## config.mk

```make
export PLATFORM = sky130hd
export DESIGN_NAME = stream_in_buffer
export DESIGN_NICKNAME = d
export VERILOG_FILES = /design/src/rtl/stream_in_buffer.sv
export SDC_FILE = /design/constraint.sdc
export NUM_CORES = 1
export LEC_CHECK = 0
export BUFFER_PORTS_ARGS = -buffer_cell sky130_fd_sc_hd__buf_2
export CORE_ASPECT_RATIO = 0.5
export CORE_MARGIN = 2
export CORE_UTILIZATION = 50
export DETAILED_ROUTE_END_ITERATION = 10
export PLACE_DENSITY_LB_ADDON = 0.05
export SLEW_MARGIN = 20
export SYNTH_ARGS = -nofsm -noshare
export SYNTH_HDL_FRONTEND = slang
export SYNTH_SLANG_ARGS = --single-unit
```

## constraint.sdc

```tcl
create_clock -name clk -period 2.8 [get_ports clk]
set_input_delay 0.56 -clock clk [delete_from_list [all_inputs] [get_ports clk]]
set_output_delay 0.56 -clock clk [all_outputs]
set_load 0.02 [all_outputs]
```

## src/rtl/stream_in_buffer.sv

```systemverilog
// First-word-fall-through valid/ready buffer in front of a stream consumer.
// It reports occupancy, a delivered-beat counter and a sticky upstream protocol-error flag.
module stream_in_buffer #(
  parameter int DATA_WIDTH = 8,
  parameter int DEPTH      = 4,
  parameter int CNT_WIDTH  = 16
) (
  input  logic                         clk,
  input  logic                         reset_n,
  input  logic                         s_valid,
  output logic                         s_ready,
  input  logic [DATA_WIDTH-1:0]        s_data,
  output logic                         m_valid,
  input  logic                         m_ready,
  output logic [DATA_WIDTH-1:0]        m_data,
  output logic [$clog2(DEPTH+1)-1:0]   level,
  output logic [CNT_WIDTH-1:0]         beat_count,
  output logic                         proto_err
);

  localparam int PTR_W = (DEPTH > 1) ? $clog2(DEPTH) : 1;
  localparam int LVL_W = $clog2(DEPTH + 1);

  logic [DATA_WIDTH-1:0] mem [DEPTH];
  logic [PTR_W-1:0]      wr_ptr;
  logic [PTR_W-1:0]      rd_ptr;
  logic [LVL_W-1:0]      level_next;
  logic                  push;
  logic                  pop;
  logic                  stalled_q;
  logic [DATA_WIDTH-1:0] stalled_data_q;

  // A push and a pop are each decided only by the handshake seen at the edge.
  assign push    = s_valid && s_ready;
  assign pop     = m_valid && m_ready;
  assign m_valid = (level != '0);
  // Empty buffer shows zero instead of stale or never-written storage.
  assign m_data  = m_valid ? mem[rd_ptr] : '0;

  always_comb begin
    level_next = level;
    case ({push, pop})
      2'b10:   level_next = level + LVL_W'(1);
      2'b01:   level_next = level - LVL_W'(1);
      default: level_next = level;
    endcase
  end

  always_ff @(posedge clk) begin
    if (push) begin
      mem[wr_ptr] <= s_data;
    end
  end

  // s_ready is registered from the next occupancy, so a pop while full only
  // reopens the input on the following cycle.
  always_ff @(posedge clk or negedge reset_n) begin
    if (!reset_n) begin
      wr_ptr     <= '0;
      rd_ptr     <= '0;
      level      <= '0;
      s_ready    <= 1'b0;
      beat_count <= '0;
    end else begin
      level   <= level_next;
      s_ready <= (level_next < LVL_W'(DEPTH));
      if (push) begin
        wr_ptr <= wr_ptr + PTR_W'(1);
      end
      if (pop) begin
        rd_ptr     <= rd_ptr + PTR_W'(1);
        beat_count <= beat_count + CNT_WIDTH'(1);
      end
    end
  end

  // An offered-but-stalled word must stay offered and unchanged next cycle.
  always_ff @(posedge clk or negedge reset_n) begin
    if (!reset_n) begin
      stalled_q      <= 1'b0;
      stalled_data_q <= '0;
      proto_err      <= 1'b0;
    end else begin
      stalled_q      <= s_valid && !s_ready;
      stalled_data_q <= s_data;
      if (stalled_q && (!s_valid || (s_data != stalled_data_q))) begin
        proto_err <= 1'b1;
      end
    end
  end

endmodule

```

==> impl_metrics.toml <==
[run_status]
status = "complete, no violations"

[setup_path]
cp.buffers_inverters = 1
cp.required_ns = 2.24
worst_setup_path_end_kind = "output port"
critPathTopFamily = "flip-flops"
start_kind = "register"
worstPathCellList = "mux4_2, nor2b_1, buf_2"
critPathLaunch = "rd_ptr[0]$_DFFE_PN0P_"
slowest_stage = "dfrtp_1"
arrival_ns = 1.89
crit_fanout = 9
crit_type = "register to output port"
critical-path-max-stage-delay_ns = 0.70

[logic_synthesis]
synth_top_family_by_area = "simple AND/OR/NAND/NOR gates"
yosys-top-cells-area = "edfxtp_1, dfrtp_1, xnor2_1"
synthAdderAreaFrac_pct = 3.52
yosysSeqAreaShare_pct = 67.1
syn_inst = 170
synth_top_area_cell = "edfxtp_1"
syn-num-nets = 189
ys_warn_count = 0
synth_top_cell_area_share_pct = 35.6
avgSynthCellArea_um2 = 15.9
yosys.area_share.simple_pct = 10.4
synth_mux_area_share_pct = 7.51
yosysUniqueCellTypes = 26
synth_compound_area_share_pct = 0.974
ys_ff_latch = 66
synth_ff_type = "dfrtp_1"
synth_edf_count = 32
postSynth.asyncResetShare_pct = 51.5
netlist_area_um2 = 2700
synthXorXnorAreaFrac_pct = 9.41

[drt]
route.detailed.drc = 0
via_per_inst = 4.94
num_vias = 1468
drtAntennaViolNets = 0
finalWirelength_um = 4400
drt_iter0_markers = 39
detail_route.wl_per_cell_um = 14.8
drt_pass1_iterations = 4

[clocking]
path_clk_slew_ns = 0.07
cts_buffers = 9
cts.sinks = 66
htree_levels = 3
cts_setup_buffers = 0
cts_resized = 0
cts_tree = "built"
clockBufferDepth = 2
hold_buffers = 0
clock_latency_ns = 0.32
cts_root_buffer = "clkbuf_8"

[layout]
finish.instance_area_um2 = 3180
drive_gt1_share_pct = 32.2
area_growth_pct = 17.9
final_common_cell = "buf_2"
diodes = 0
instances_no_fill = 297
layout.nets = 241
layout_common_cells = "buf_2, dfrtp_1, edfxtp_1, xnor2_1, nand2_1"

[pwr]
leakagePower_nw = 1.33
power_density_nw_per_um2 = 983
irDropWorstVdd_mv = 0.683
power_mw = 3.13

[placed_design]
place_congestion = 0.791
dpl.cell_count = 281
place_hpwl_um = 2990
placed_area_um2 = 3000
port_buffers = 41

[global_route]
grt_pass1_vias = 1493
grt_pass1_wl_um = 7680
grt_overflow_total = 0
grt_antenna_before_repair = 0
grt_max_degree = 35
grt_usage_pct = 17.1

[timing]
grt_setup_unrepaired = "false"
worst_slew_pin_slew_ns = 0.764
setup_viol = 0
finalSetupTns_ns = 0
clock.fmax_mhz = 408
period_minus_slack_ns = 2.45
relSlewSlack_pct = 49.0
clock-skew-final_ns = 0.00801
finalHoldViolCount = 0
finalMaxSlewViolations = 0
fin_crit_sh_pct = 87.6

[die]
die-height_um = 56.0
ios = 42
initial_utilization_pct = 53.3
die_w_um = 108
placeableCoreArea_um2 = 5070
placementRows = 18
die_area_um2 = 6040

[flow_run]
maxCapViolCount = 0

[hold_path]
hp-class = "input port to asynchronous set/reset pin"
==> power breakdown <==
part	leakage [nW]	internal [mW]	switching, mW
logic	0.517	0.444	0.524
clock network	0.0958	0.405	0.338
registers	0.713	1.21	0.210
==> flip-flops by register name, indices dropped and copies added (netlist names), 2 cells and up, named ones only <==
signal and count:
stalled_data_q 8, level 2, mem 32, rd_ptr 2, beat_count 16, wr_ptr 2
==> Yosys cell counts (2+ instances only) <==
library cell,count
and3_1,5
dfrtp_1,34
edfxtp_1,32
ha_1,6
inv_1,4
mux2_2,2
mux4_2,8
nand2_1,14
nand3_1,5
nand4_1,4
nor2_1,4
nor2b_1,9
nor3_1,3
xnor2_1,21
xor2_1,8
==> routing by layer <==
| metal | up-vias | GRT usage [%] | part of all wire (%) |
|---|---|---|---|
| met5 | - | 0 | 0 |
| met4 | 0 | 4.95 | 1.0 |
| met3 | 7 | 5.27 | 4.2 |
| met2 | 33 | 26.1 | 46 |
| met1 | 718 | 23.9 | 49 |
| li1 | 710 | - | - |
==> through the flow <==
step | hold WS (ns) | setup slack [ns] | utilization [%]
global placement | 0.456 | 0.495 | 59.2
floorplan | 0.264 | 0.517 | -
CTS | 0.330 | 0.298 | 62.8
global route | 0.354 | 0.223 | 62.8
detailed placement | 0.470 | 0.423 | 59.2
finish | 0.306 | 0.348 | 62.8
==> worst paths after layout <==
| check | end | slack, ns | cells after the start |
|---|---|---|---|
| max | m_data[3] | 0.35 | 3 |
| min | beat_count[12]$_DFFE_PN0P_ | 0.31 | 1 |
| max reg2reg | s_ready$_DFF_PN0_ | 0.45 | 8 |
| min reg2reg | beat_count[15]$_DFFE_PN0P_ | 0.47 | 1 |
| max in group asynchronous | stalled_data_q[4]$_DFF_PN0_ | 2.01 | 1 |
| min in group clk | stalled_data_q[6]$_DFF_PN0_ | 0.41 | 1 |
==> kinds of logic (layout without fill, tap and decap cells) <==
group | after synthesis | in the layout
flip-flops | 66 | 66
AO/OA/AOI/OAI | 2 | 2
buffers and inverters | 7 | 64
XOR/XNOR | 29 | 29
multiplexers | 10 | 10
AND/OR/NAND/NOR | 49 | 49
adder cells (fa/ha/maj) | 7 | 7
==> cell type report <==
type,instances,area (um^2)
multi-input cells,97,860
inverters,5,18.8
fillers,413,1880
clock buffers,10,128
well taps,70,87.6
flip-flops and latches,66,1810
clock inverters,6,57.6
repair buffers,43,220
(Power assumes the default switching activity.)
